[config.mk]
export PLATFORM = sky130hd
export DESIGN_NAME = mips_mc_ctrl
export DESIGN_NICKNAME = d
export VERILOG_FILES = /design/src/rtl/mips_mc_pkg.sv /design/src/rtl/mc_outdec.sv /design/src/rtl/mips_mc_ctrl.sv
export SDC_FILE = /design/constraint.sdc
export NUM_CORES = 1
export LEC_CHECK = 0
export CAP_MARGIN = 10
export CORE_UTILIZATION = 40
export CTS_BUF_LIST = sky130_fd_sc_hd__clkbuf_8
export DETAILED_ROUTE_END_ITERATION = 12
export GPL_TIMING_DRIVEN = 0
export PLACE_DENSITY = 0.82
export SYNTH_ARGS = -nofsm -noshare
export SYNTH_HDL_FRONTEND = slang
export SYNTH_SLANG_ARGS = --single-unit
[constraint.sdc]
create_clock -name clk -period 1.7 [get_ports clk]
set_input_delay 0.34 -clock clk [delete_from_list [all_inputs] [get_ports clk]]
set_output_delay 0.34 -clock clk [all_outputs]
set_load 0.01 [all_outputs]
[src/rtl/mips_mc_pkg.sv]
// Shared types and constants for the MIPS-lite multicycle main control FSM.
package mips_mc_pkg;

  localparam int unsigned STATE_W = 4;
  localparam int unsigned OP_W    = 6;

  typedef enum logic [STATE_W-1:0] {
    S_FETCH  = 4'd0,
    S_DECODE = 4'd1,
    S_MEMADR = 4'd2,
    S_MEMRD  = 4'd3,
    S_MEMWB  = 4'd4,
    S_MEMWR  = 4'd5,
    S_REX    = 4'd6,
    S_RWB    = 4'd7,
    S_BEQ    = 4'd8,
    S_JUMP   = 4'd9,
    S_IEX    = 4'd10,
    S_IWB    = 4'd11
  } state_t;

  localparam logic [OP_W-1:0] OP_RTYPE = 6'b000000;
  localparam logic [OP_W-1:0] OP_LW    = 6'b100011;
  localparam logic [OP_W-1:0] OP_SW    = 6'b101011;
  localparam logic [OP_W-1:0] OP_BEQ   = 6'b000100;
  localparam logic [OP_W-1:0] OP_J     = 6'b000010;
  localparam logic [OP_W-1:0] OP_NORI  = 6'b001110;

  localparam logic [1:0] ALUOP_ADD   = 2'b00;
  localparam logic [1:0] ALUOP_SUB   = 2'b01;
  localparam logic [1:0] ALUOP_FUNCT = 2'b10;
  localparam logic [1:0] ALUOP_NORI  = 2'b11;

  localparam logic [1:0] SRCB_RT      = 2'b00;
  localparam logic [1:0] SRCB_FOUR    = 2'b01;
  localparam logic [1:0] SRCB_IMM     = 2'b10;
  localparam logic [1:0] SRCB_IMM_SH2 = 2'b11;

  localparam logic [1:0] PCSRC_ALU    = 2'b00;
  localparam logic [1:0] PCSRC_ALUOUT = 2'b01;
  localparam logic [1:0] PCSRC_JUMP   = 2'b10;

  typedef struct packed {
    logic       pcwrite;
    logic       pcwritecond;
    logic       iord;
    logic       memread;
    logic       memwrite;
    logic       irwrite;
    logic       memtoreg;
    logic       regdst;
    logic       regwrite;
    logic       alusrca;
    logic [1:0] alusrcb;
    logic [1:0] aluop;
    logic [1:0] pcsource;
    logic       instr_done;
  } ctrl_t;

endpackage

[src/rtl/mc_outdec.sv]
// Moore control-word decode from the current state; mem_ready gates the
// strobes of the cycles that wait on memory.
module mc_outdec
  import mips_mc_pkg::*;
(
  input  state_t state,
  input  logic   mem_ready,
  output ctrl_t  ctrl
);

  always_comb begin
    ctrl = '0;
    case (state)
      S_FETCH: begin
        ctrl.memread = 1'b1;
        ctrl.alusrcb = SRCB_FOUR;
        ctrl.aluop   = ALUOP_ADD;
        ctrl.irwrite = mem_ready;
        ctrl.pcwrite = mem_ready;
      end
      // Branch target precomputed while the opcode is decoded.
      S_DECODE: begin
        ctrl.alusrcb = SRCB_IMM_SH2;
        ctrl.aluop   = ALUOP_ADD;
      end
      S_MEMADR: begin
        ctrl.alusrca = 1'b1;
        ctrl.alusrcb = SRCB_IMM;
        ctrl.aluop   = ALUOP_ADD;
      end
      S_MEMRD: begin
        ctrl.memread = 1'b1;
        ctrl.iord    = 1'b1;
      end
      S_MEMWB: begin
        ctrl.regwrite   = 1'b1;
        ctrl.memtoreg   = 1'b1;
        ctrl.instr_done = 1'b1;
      end
      S_MEMWR: begin
        ctrl.memwrite   = 1'b1;
        ctrl.iord       = 1'b1;
        ctrl.instr_done = mem_ready;
      end
      S_REX: begin
        ctrl.alusrca = 1'b1;
        ctrl.alusrcb = SRCB_RT;
        ctrl.aluop   = ALUOP_FUNCT;
      end
      S_RWB: begin
        ctrl.regwrite   = 1'b1;
        ctrl.regdst     = 1'b1;
        ctrl.instr_done = 1'b1;
      end
      S_BEQ: begin
        ctrl.alusrca     = 1'b1;
        ctrl.aluop       = ALUOP_SUB;
        ctrl.pcwritecond = 1'b1;
        ctrl.pcsource    = PCSRC_ALUOUT;
        ctrl.instr_done  = 1'b1;
      end
      S_JUMP: begin
        ctrl.pcwrite    = 1'b1;
        ctrl.pcsource   = PCSRC_JUMP;
        ctrl.instr_done = 1'b1;
      end
      S_IEX: begin
        ctrl.alusrca = 1'b1;
        ctrl.alusrcb = SRCB_IMM;
        ctrl.aluop   = ALUOP_NORI;
      end
      S_IWB: begin
        ctrl.regwrite   = 1'b1;
        ctrl.instr_done = 1'b1;
      end
      default: ;
    endcase
  end

endmodule

[src/rtl/mips_mc_ctrl.sv]
// Multicycle main control FSM for the MIPS-lite datapath: state register,
// next-state logic and reset gating of the write/request strobes.
module mips_mc_ctrl
  import mips_mc_pkg::*;
(
  input  logic             clk,
  input  logic             rst_n,
  input  logic [OP_W-1:0]  op,
  input  logic             mem_ready,
  output logic             pcwrite,
  output logic             pcwritecond,
  output logic             iord,
  output logic             memread,
  output logic             memwrite,
  output logic             irwrite,
  output logic             memtoreg,
  output logic             regdst,
  output logic             regwrite,
  output logic             alusrca,
  output logic [1:0]       alusrcb,
  output logic             aluop1,
  output logic             aluop0,
  output logic [1:0]       pcsource,
  output logic             instr_done,
  output logic             illegal_op,
  output logic [STATE_W-1:0] state
);

  state_t state_q;
  state_t state_d;
  logic   illegal_c;
  ctrl_t  ctrl;

  always_ff @(posedge clk or negedge rst_n) begin
    if (!rst_n) state_q <= S_FETCH;
    else        state_q <= state_d;
  end

  always_comb begin
    state_d   = S_FETCH;
    illegal_c = 1'b0;
    case (state_q)
      S_FETCH:  state_d = mem_ready ? S_DECODE : S_FETCH;
      S_DECODE: begin
        case (op)
          OP_LW, OP_SW: state_d = S_MEMADR;
          OP_RTYPE:     state_d = S_REX;
          OP_BEQ:       state_d = S_BEQ;
          OP_J:         state_d = S_JUMP;
          OP_NORI:      state_d = S_IEX;
          default: begin
            state_d   = S_FETCH;
            illegal_c = 1'b1;
          end
        endcase
      end
      S_MEMADR: state_d = (op == OP_LW) ? S_MEMRD : S_MEMWR;
      S_MEMRD:  state_d = mem_ready ? S_MEMWB : S_MEMRD;
      S_MEMWR:  state_d = mem_ready ? S_FETCH : S_MEMWR;
      S_REX:    state_d = S_RWB;
      S_IEX:    state_d = S_IWB;
      default:  state_d = S_FETCH;
    endcase
  end

  mc_outdec u_outdec (
    .state     (state_q),
    .mem_ready (mem_ready),
    .ctrl      (ctrl)
  );

  // Strobes are forced low while reset is held; selects keep FETCH values.
  assign pcwrite     = rst_n & ctrl.pcwrite;
  assign pcwritecond = rst_n & ctrl.pcwritecond;
  assign memread     = rst_n & ctrl.memread;
  assign memwrite    = rst_n & ctrl.memwrite;
  assign irwrite     = rst_n & ctrl.irwrite;
  assign regwrite    = rst_n & ctrl.regwrite;
  assign instr_done  = rst_n & ctrl.instr_done;
  assign illegal_op  = rst_n & illegal_c;

  assign iord     = ctrl.iord;
  assign memtoreg = ctrl.memtoreg;
  assign regdst   = ctrl.regdst;
  assign alusrca  = ctrl.alusrca;
  assign alusrcb  = ctrl.alusrcb;
  assign aluop1   = ctrl.aluop[1];
  assign aluop0   = ctrl.aluop[0];
  assign pcsource = ctrl.pcsource;
  assign state    = state_q;

endmodule

==> impl_metrics.py, run 1 <==
metrics = {
    "setup_path": {
        "cp_common_cell": "buf_6",
        "reg2reg_slack_ps": 70,
        "crit_path_start_kind": "flop",
        "r2r_start": "state[2]",
        "end_kind": "primary output",
        "path_class": "reg -> out",
        "max_stage_delay_ps": 380,
        "worstPathMaxFanout": 6,
        "r2r-end": "state[0]",
        "slowest_stage": "dfrtp_1",
        "startpoint": "state[0]",
        "worstPathCellList": "buf_6, buf_6, nor3b_2, a21oi_1, nor4b_2, buf_2",
        "crit_end": "pcwrite",
        "worst_ep_arrival_time_ps": 1480,
        "critPathRequiredTime_ps": 1360,
        "r2r_cells": 6,
    },
    "sta": {
        "rsz0062_at_grt": "yes",
        "finalClockSkew_ps": 5.55,
        "fin_crit_sh_pct": 107,
        "max-slew-margin-rel_pct": 69.4,
        "finalSetupViolCount": 2,
        "final_max_slew_viol_count": 0,
        "finalCriticalPeriod_ps": 1820,
        "finalHoldViolCount": 0,
        "fin_tns_setup_ps": -214,
        "worstMarginPinSlew_ps": 459,
        "layout_setup_ws_ps": -120,
        "fmax_ghz": 0.549,
    },
    "cells_and_area": {
        "final_common_cell": "buf_2",
        "largest_register_ffs": 4,
        "area_growth_pct": 86.2,
        "insertedDiodeCount": 0,
        "final_cell_mix": "13 x buf_2, 11 x buf_4, 10 x nor2_1, 7 x clkbuf_2, 6 x clkbuf_8",
        "drive_gt1_share_pct": 53.1,
        "nets": 141,
    },
    "synth": {
        "syn_avg_cell_area_um2": 6.69,
        "syn_area_um2": 582,
        "yosysWarnings": 0,
        "yosysSeqAreaShare_pct": 17.2,
        "synthCells": 87,
        "ys_ff_latch": 4,
        "yosysUniqueCellTypes": 36,
        "synthesis.nets": 96,
    },
    "clocking": {
        "cts_made_buffers": 3,
        "clk_pin_slew_worst_paths_ps": 30,
        "clock_latency_ps": 220,
        "cts_hold_buf": 0,
        "clock_sinks": 4,
        "cts_htree_levels": 1,
        "root_buffer": "clkbuf_8",
        "clk_path_buf_depth": 2,
        "cts_tree": "done",
    },
    "outcome": {
        "status": "finished, violations left",
        "violations": "setup timing",
    },
    "die": {
        "dieArea_um2": 1610,
        "num_rows": 13,
        "core_area_um2": 1330,
        "start_util_pct": 43.6,
        "dieWidth_um": 40.1,
        "die_y_um": 40.1,
        "io_pins": 31,
    },
    "power": {
        "powerDensity_nw_per_um2": 568,
        "combPwrFrac_pct": 49.8,
        "p_switching_mw": 0.212,
        "sw_frac_of_total_pct": 34.5,
        "leakagePower_nw": 0.497,
        "total_power_mw": 0.616,
        "clkPwrFrac_pct": 32.4,
        "seqPwrFrac_pct": 17.9,
        "intPower_mw": 0.403,
        "ir_worst_vdd_mv": 0.766,
    },
    "global_route": {
        "grt_pass1_vias": 780,
        "grt_first_pass_wirelength_mm": 3.19,
        "grt-ovfl-total": 0,
        "track_usage_pct": 29.5,
        "antenna_found_initial": 0,
        "grt_start_max_net_pins": 13,
    },
    "drt": {
        "num_vias": 870,
        "vias_per_cell": 6.00,
        "drt_iter0_markers": 22,
        "drtPass1Iterations": 4,
        "drtAntennaViolNets": 0,
        "routed_wl_mm": 2.49,
        "drcViolationCount": 0,
        "wl_per_cell_um": 17.2,
    },
    "min_path": {
        "hp-class": "in -> async",
    },
    "place": {
        "gp_congestion": 0.855,
        "hpwlAfterDp_mm": 1.25,
        "port_buffers": 28,
        "place_ws_ps": -871,
    },
    "job": {
        "max-cap-violations": 0,
    },
}
-- cells by family (layout without fill, tap and decap cells) --
logic type	count (synthesis)	after routing	synth area share, %
xor+xnor	3	3	4.52
compound gates	21	21	23.4
simple gates	49	49	46.5
flops	4	4	17.2
mux	1	1	1.94
buf+inv	9	52	6.45
-- cell usage after synthesis (all sizes together) --
| library cell | count | area share, % |
|---|---|---|
| a2111o | 1 | 1.9 |
| a211o | 1 | 1.5 |
| a211oi | 1 | 1.3 |
| a21oi | 6 | 5.2 |
| a221oi | 1 | 1.5 |
| and2 | 1 | 1.1 |
| and2b | 1 | 1.3 |
| and3 | 1 | 1.1 |
| and4 | 2 | 3.0 |
| and4b | 1 | 1.7 |
| buf | 4 | 3.2 |
| clkbuf | 4 | 2.6 |
| dfrtp | 4 | 17 |
| inv | 1 | 0.64 |
| mux2 | 1 | 1.9 |
| nand2 | 7 | 4.5 |
| nand2b | 3 | 3.2 |
| nand3 | 3 | 2.6 |
| nand4 | 1 | 1.1 |
| nor2 | 13 | 8.4 |
| nor2b | 4 | 4.3 |
| nor3 | 4 | 3.4 |
| nor3b | 3 | 3.9 |
| nor4b | 1 | 1.5 |
| o21a | 2 | 2.6 |
| o21ai | 6 | 5.2 |
| o311ai | 1 | 1.5 |
| o31ai | 1 | 1.3 |
| o32ai | 1 | 1.5 |
| or3 | 2 | 2.2 |
| or4 | 2 | 3.2 |
| xnor2 | 2 | 3.0 |
| xor2 | 1 | 1.5 |
-- critical path: cells and delay by family, from the launching register on --
| family | cells | cell delay [ps] |
|---|---|---|
| AO/OA/AOI/OAI | 1 | 70 |
| flip-flops | 1 | 380 |
| AND/OR/NAND/NOR | 2 | 390 |
| buffers and inverters | 3 | 430 |
-- how the worst min path moves through the flow --
| stage | endpoint | slack (ps) |
|---|---|---|
| 6_report | state[3] | 150 |
| 5_1_grt | state[3] | 170 |
| 4_1_cts | state[3] | 140 |
| 3_5_place_dp | state[2] | 660 |
| 3_3_place_gp | state[3] | 660 |
| 2_1_floorplan | state[0] | 40 |
-- metal layers --
metal / up-vias / wire length [um] / global-route usage (%) / part of all wire (%)
li1: 405 / - / - / -
met1: 413 / 1060 / 31.3 / 43
met2: 50 / 1250 / 55.6 / 50
met4: 0 / 12 / 5.17 / 0.48
met5: - / 0 / 0 / 0
met3: 2 / 171 / 10.0 / 6.9
-- layout make-up --
type	instances	area, um^2
clock buffers	3	41.3
inverters	1	6.26
well taps	15	18.8
repair buffers	41	290
flip-flops and latches	4	104
fillers	101	250
multi-input cells	74	549
plain buffers	7	73.8
-- power groups by stage --
| stage | sequential [mW] | clock (mW) | combinational, mW |
|---|---|---|---|
| global route | 0.111 | 0.212 | 0.328 |
| detailed placement | 0.107 | 0 | 0.226 |
| finish | 0.110 | 0.199 | 0.306 |
| CTS | 0.108 | 0.201 | 0.263 |
| global placement | 0.107 | 0 | 0.222 |
| floorplan | 0.110 | 0 | 0.123 |
-- per-stage QoR --
| stage | util (%) | area (um^2) | hold slack, ps | std cells |
|---|---|---|---|---|
| final | 81.2 | 1080 | 149 | 145 |
| after floorplan | - | 582 | 44.4 | 87 |
| after global routing | 81.2 | 1080 | 174 | 145 |
| after detailed placement | 66.0 | 881 | 663 | 130 |
| after global placement | 66.0 | 881 | 661 | 130 |
| after CTS | 77.8 | 1040 | 144 | 142 |
-- what timing repair did --
item / CTS / global route
setup buffers: 10 / 3
pin swaps: 2 / 4
endpoints found under the setup margin: 19 / 15
cloned: 0 / 0
resized for setup: 88 / 36
No activity file was read; power rests on OpenSTA's default activity.
==> run 2, diff against run 1 <==
--- a/config.mk
+++ b/config.mk
@@ -6,11 +6,11 @@
 export NUM_CORES = 1
 export LEC_CHECK = 0
 export CAP_MARGIN = 10
-export CORE_UTILIZATION = 40
+export CORE_UTILIZATION = 43
 export CTS_BUF_LIST = sky130_fd_sc_hd__clkbuf_8
 export DETAILED_ROUTE_END_ITERATION = 12
 export GPL_TIMING_DRIVEN = 0
-export PLACE_DENSITY = 0.82
+export PLACE_DENSITY = 0.87
 export SYNTH_ARGS = -nofsm -noshare
 export SYNTH_HDL_FRONTEND = slang
 export SYNTH_SLANG_ARGS = --single-unit
==> constraint.sdc (replaced) <==
create_clock -name clk -period 2.3 [get_ports clk]
set_input_delay 0.46 -clock clk [delete_from_list [all_inputs] [get_ports clk]]
set_output_delay 0.46 -clock clk [all_outputs]
set_load 0.01 [all_outputs]
==> run 2 against run 1 <==
The run now ends clean. Flip-flop and latch count is the same. Die area shrank 6.6%. Via count shrank 12%.
==> impl_metrics.py, run 2 (synthesized netlist as in run 1, its figures left out) <==
metrics = {
    "power": {
        "intPower_mw": 0.275,
        "sw_frac_of_total_pct": 32.2,
        "p_switching_mw": 0.131,
        "combPwrFrac_pct": 43.3,
        "total_power_mw": 0.406,
        "leakagePower_nw": 0.411,
        "clkPwrFrac_pct": 36.8,
        "ir_worst_vdd_mv": 0.520,
        "seqPwrFrac_pct": 19.9,
        "powerDensity_nw_per_um2": 421,
    },
    "global_route": {
        "track_usage_pct": 27.4,
        "grt_pass1_vias": 666,
        "grt_first_pass_wirelength_mm": 2.84,
        "grt-ovfl-total": 0,
        "grt_start_max_net_pins": 13,
        "antenna_found_initial": 0,
    },
    "drt": {
        "drtPass1Iterations": 4,
        "wl_per_cell_um": 13.4,
        "vias_per_cell": 5.82,
        "routed_wl_mm": 1.75,
        "num_vias": 763,
        "drtAntennaViolNets": 0,
        "drt_iter0_markers": 21,
        "drcViolationCount": 0,
    },
    "setup_path": {
        "worst_ep_arrival_time_ps": 1770,
        "r2r_cells": 4,
        "cp_top_family": "buffers and inverters",
        "reg2reg_slack_ps": 760,
        "crit_path_start_kind": "flop",
        "crit_buf_inv": 2,
        "critPathRequiredTime_ps": 1840,
        "path_class": "reg -> out",
        "worst-path-stages": 5,
        "max_stage_delay_ps": 560,
        "r2r-end": "state[2]",
        "worstPathCellList": "buf_2, nand2_1, nand3_1, a21oi_1, clkdlybuf4s50_1",
        "worstPathMaxFanout": 10,
        "r2r_start": "state[1]",
        "slowest_stage": "clkdlybuf4s50_1",
        "end_kind": "primary output",
    },
    "place": {
        "gp_congestion": 0.895,
        "post_dp_cell_area_um2": 880,
        "place_inst": 129,
        "hpwlAfterDp_mm": 1.21,
        "port_buffers": 28,
    },
    "cells_and_area": {
        "largest_register_ffs": 4,
        "design_area_um2": 965,
        "final_common_cell": "clkdlybuf4s50_1",
        "fin_cells": 131,
        "nets": 128,
        "area_growth_pct": 65.8,
        "drive_gt1_share_pct": 19.7,
        "insertedDiodeCount": 0,
        "final_cell_mix": "19 x clkdlybuf4s50_1, 13 x nor2_1, 6 x a21oi_1, 6 x nand2_1, 6 x dlygate4sd2_1",
    },
    "die": {
        "dieWidth_um": 38.8,
        "dieArea_um2": 1500,
        "die_y_um": 38.8,
        "num_rows": 12,
        "io_pins": 31,
        "start_util_pct": 49.1,
        "core_area_um2": 1190,
    },
    "clocking": {
        "cts_tree": "done",
        "cts_hold_buf": 0,
        "root_buffer": "clkbuf_8",
        "clk_path_buf_depth": 2,
        "clk_pin_slew_worst_paths_ps": 30,
        "cts_htree_levels": 1,
        "clock_latency_ps": 220,
        "cts_made_buffers": 3,
        "clock_sinks": 4,
    },
    "job": {
        "max-cap-violations": 0,
    },
    "sta": {
        "finalCriticalPeriod_ps": 2230,
        "finalSetupViolCount": 0,
        "finalClockSkew_ps": 4.22,
        "worstMarginPinSlew_ps": 444,
        "finalHoldViolCount": 0,
        "max-slew-margin-rel_pct": 70.4,
        "fmax_ghz": 0.449,
        "rsz0062_at_grt": "no",
        "final_max_slew_viol_count": 0,
        "fin_crit_sh_pct": 96.9,
    },
    "min_path": {
        "hp-class": "in -> async",
    },
    "outcome": {
        "status": "finished clean",
    },
}
==> run 2: cell types whose count changed in the layout (fill, tap and decap cells not counted), moves of 6 or more <==
cell / change
buf_4: -10
clkbuf_2: -6
clkdlybuf4s50_1: +16
buf_2: -9
==> run 2: layout make-up <==
cell class                 count  area (um^2)
buffer                         7         50.0
clock buffer                   3         41.3
fill                          93          221
inverter                       1         3.75
multi-input combinational     74          480
sequential                     4          101
tap                           14         17.5
timing repair buffer          28          270
==> run 2: worst register-to-register path, stage by stage, from the launching register on <==
cell and delay (ps):
dfrtp_1 440, and2b_1 280, nand2_1 120, or4_1 480, o311ai_1 110
==> run 2: per-stage QoR <==
step	setup TNS (ps)	hold slack, ps	util, %	setup WS (ps)
6_report	0	290	81.3	72.4
2_1_floorplan	0	164	-	394
4_1_cts	0	287	78.8	2.60
3_3_place_gp	-1430	733	74.2	-454
3_5_place_dp	-1600	722	74.2	-473
5_1_grt	0	305	81.3	4.20
==> run 2: how the worst max path moves through the flow <==
stage / from / endpoint / slack, ps
after floorplan: op[1] / illegal_op / 390
after global placement: op[3] / illegal_op / -450
after detailed placement: op[3] / illegal_op / -470
after CTS: op[0] / illegal_op / 3
after global routing: state[2] / instr_done / 4
final: state[2] / instr_done / 70
==> run 2: what timing repair did <==
action	CTS	global route
pin swaps	0	4
gates resized for setup	20	18
endpoints found under the setup margin	14	8
setup buffers	0	0
==> run 2: power groups by stage <==
stage	Combinational [mW]	Clock, mW	Sequential (mW)
after global placement	0.164	0	0.0788
after detailed placement	0.167	0	0.0789
after floorplan	0.0906	0	0.0813
after global routing	0.192	0.157	0.0816
final	0.176	0.149	0.0808
after CTS	0.166	0.151	0.0797
==> run 2: layer usage <==
metal,global-route usage [%],part of all wire [%],vias up
li1,-,-,375
met1,34.0,44,347
met2,45.0,48,39
met3,9.25,7.1,2
met4,6.90,0.40,0
met5,0,0,-
==> run 3, diff against run 2 <==
--- a/config.mk
+++ b/config.mk
@@ -6,11 +6,10 @@
 export NUM_CORES = 1
 export LEC_CHECK = 0
 export CAP_MARGIN = 10
-export CORE_UTILIZATION = 43
+export CORE_UTILIZATION = 30
 export CTS_BUF_LIST = sky130_fd_sc_hd__clkbuf_8
 export DETAILED_ROUTE_END_ITERATION = 12
 export GPL_TIMING_DRIVEN = 0
-export PLACE_DENSITY = 0.87
 export SYNTH_ARGS = -nofsm -noshare
 export SYNTH_HDL_FRONTEND = slang
 export SYNTH_SLANG_ARGS = --single-unit
==> run 3 against run 2 <==
Maximum frequency grew 0.96%. Cell area grew 2.1%. Hold slack lost 18 ps. Sequential share of layout area shrank 0.21 points. Total power is essentially flat. Combinational power is essentially flat. Clock skew shrank 2.4 ps. Largest cell class unchanged. Highest routed layer unchanged.
==> impl_metrics.py, run 3 (synthesized netlist as in run 1, its figures left out) <==
metrics = {
    "global_route": {
        "antenna_found_initial": 0,
        "grt-ovfl-total": 0,
        "track_usage_pct": 19.1,
        "grt_start_max_net_pins": 13,
        "grt_pass1_vias": 621,
        "grt_first_pass_wirelength_mm": 2.89,
    },
    "drt": {
        "wl_per_cell_um": 12.6,
        "drcViolationCount": 0,
        "drtAntennaViolNets": 0,
        "drt_iter0_markers": 14,
        "vias_per_cell": 5.19,
        "num_vias": 742,
        "routed_wl_mm": 1.81,
        "drtPass1Iterations": 4,
    },
    "cells_and_area": {
        "largest_register_ffs": 4,
        "fillers": 190,
        "fin_cells": 143,
        "final_common_cell": "clkdlybuf4s50_1",
        "nets": 129,
        "area_growth_pct": 69.2,
        "drive_gt1_share_pct": 19.5,
        "insertedDiodeCount": 0,
        "final_cell_mix": "19 x clkdlybuf4s50_1, 13 x nor2_1, 7 x nand2_1, 6 x a21oi_1, 5 x dlygate4sd2_1",
    },
    "clocking": {
        "clk_pin_slew_worst_paths_ps": 30,
        "clock_sinks": 4,
        "clock_latency_ps": 220,
        "cts_made_buffers": 3,
        "clk_path_buf_depth": 2,
        "cts_htree_levels": 1,
        "cts_tree": "done",
        "root_buffer": "clkbuf_8",
        "cts_hold_buf": 0,
    },
    "sta": {
        "final_max_slew_viol_count": 0,
        "fmax_ghz": 0.453,
        "finalClockSkew_ps": 1.84,
        "worstMarginPinSlew_ps": 468,
        "finalCriticalPeriod_ps": 2210,
        "fin_crit_sh_pct": 95.9,
        "finalSetupViolCount": 0,
        "rsz0062_at_grt": "no",
        "max-slew-margin-rel_pct": 68.8,
        "fin_hold_ws_ps": 272,
        "finalHoldViolCount": 0,
    },
    "place": {
        "hpwlAfterDp_mm": 1.37,
        "place_inst": 140,
        "gp_congestion": 0.765,
        "port_buffers": 28,
    },
    "setup_path": {
        "crit_path_start_kind": "flop",
        "slowest_stage": "clkdlybuf4s50_1",
        "worstPathMaxFanout": 10,
        "r2r-end": "state[2]",
        "max_stage_delay_ps": 530,
        "path_class": "reg -> out",
        "r2r_start": "state[0]",
        "end_kind": "primary output",
        "reg2reg_slack_ps": 730,
        "crit_end": "iord",
        "r2r_cells": 5,
        "worst-path-stages": 4,
        "critPathRequiredTime_ps": 1840,
        "startpoint": "state[2]",
        "worstPathCellList": "buf_2, xor2_1, and3_1, clkdlybuf4s50_1",
        "cp_top_family": "buffers and inverters",
        "worst_ep_arrival_time_ps": 1750,
        "crit_buf_inv": 2,
    },
    "power": {
        "powerDensity_nw_per_um2": 412,
        "total_power_mw": 0.406,
        "ir_worst_vdd_mv": 0.319,
        "leakagePower_nw": 0.414,
    },
    "die": {
        "dieArea_um2": 2120,
        "core_area_um2": 1760,
        "num_rows": 15,
        "die_y_um": 46.0,
        "dieWidth_um": 46.0,
        "io_pins": 31,
        "start_util_pct": 33.0,
    },
    "job": {
        "max-cap-violations": 0,
    },
    "min_path": {
        "hp-class": "in -> async",
    },
    "outcome": {
        "status": "finished clean",
    },
}
-- run 3: cell type report --
cell class / count / area, um^2 / area share (%)
plain buffers: 7 / 45.0 / 4.57
clock buffers: 3 / 41.3 / 4.19
inverters: 1 / 3.75 / 0.381
multi-input cells: 74 / 482 / 48.9
flip-flops and latches: 4 / 101 / 10.3
well taps: 25 / 31.3 / 3.18
repair buffers: 29 / 280 / 28.5
-- run 3: repair_timing --
action	4_1_cts	5_1_grt
resized for setup	20	16
setup endpoints to repair	13	9
buffers inserted	1	0
pin swaps	2	1
-- run 3: how the worst min path moves through the flow --
stage                        start  endpoint  slack (ps)  depth (start not counted)
after floorplan              rst_n  state[0]         160                          0
after global placement    state[1]  state[0]         750                          3
after detailed placement  state[1]  state[0]         750                          3
after CTS                    rst_n  state[3]         300                          1
after global routing         rst_n  state[3]         290                          1
final                        rst_n  state[3]         270                          1
-- run 3: layer usage --
layer | global-route usage (%) | up-vias | share of wire (%)
li1 | - | 378 | -
met1 | 24.6 | 330 | 45
met2 | 30.7 | 30 | 47
met3 | 4.37 | 4 | 5.9
met4 | 7.06 | 0 | 1.9
met5 | 0 | - | 0
-- run 3: per-stage QoR --
stage                     cell area (um^2)  util, %  TNS (ps)  setup WS [ps]
after floorplan                        582        -         0            394
after global placement                 893     50.6     -1670           -469
after detailed placement               893     50.6     -1780           -545
after CTS                              958     54.3         0           7.37
after global routing                   985     55.8         0          0.975
final                                  985     55.8         0           93.6
-- run 3: report_power, final --
group / switching [mW] / leakage (nW) / internal (mW) / total [mW]
Combinational: 0.0908 / 0.340 / 0.0882 / 0.179
Sequential: 0.00473 / 0.0525 / 0.0757 / 0.0805
Clock: 0.0353 / 0.0216 / 0.111 / 0.147
Total: 0.131 / 0.414 / 0.275 / 0.406
-- run 3: worst register-to-register path, cell delays in order (launching register included) --
cell,delay (ps)
dfrtp_1,330
buf_4,170
and2b_1,210
nand2_1,140
or4_1,490
o311ai_1,110
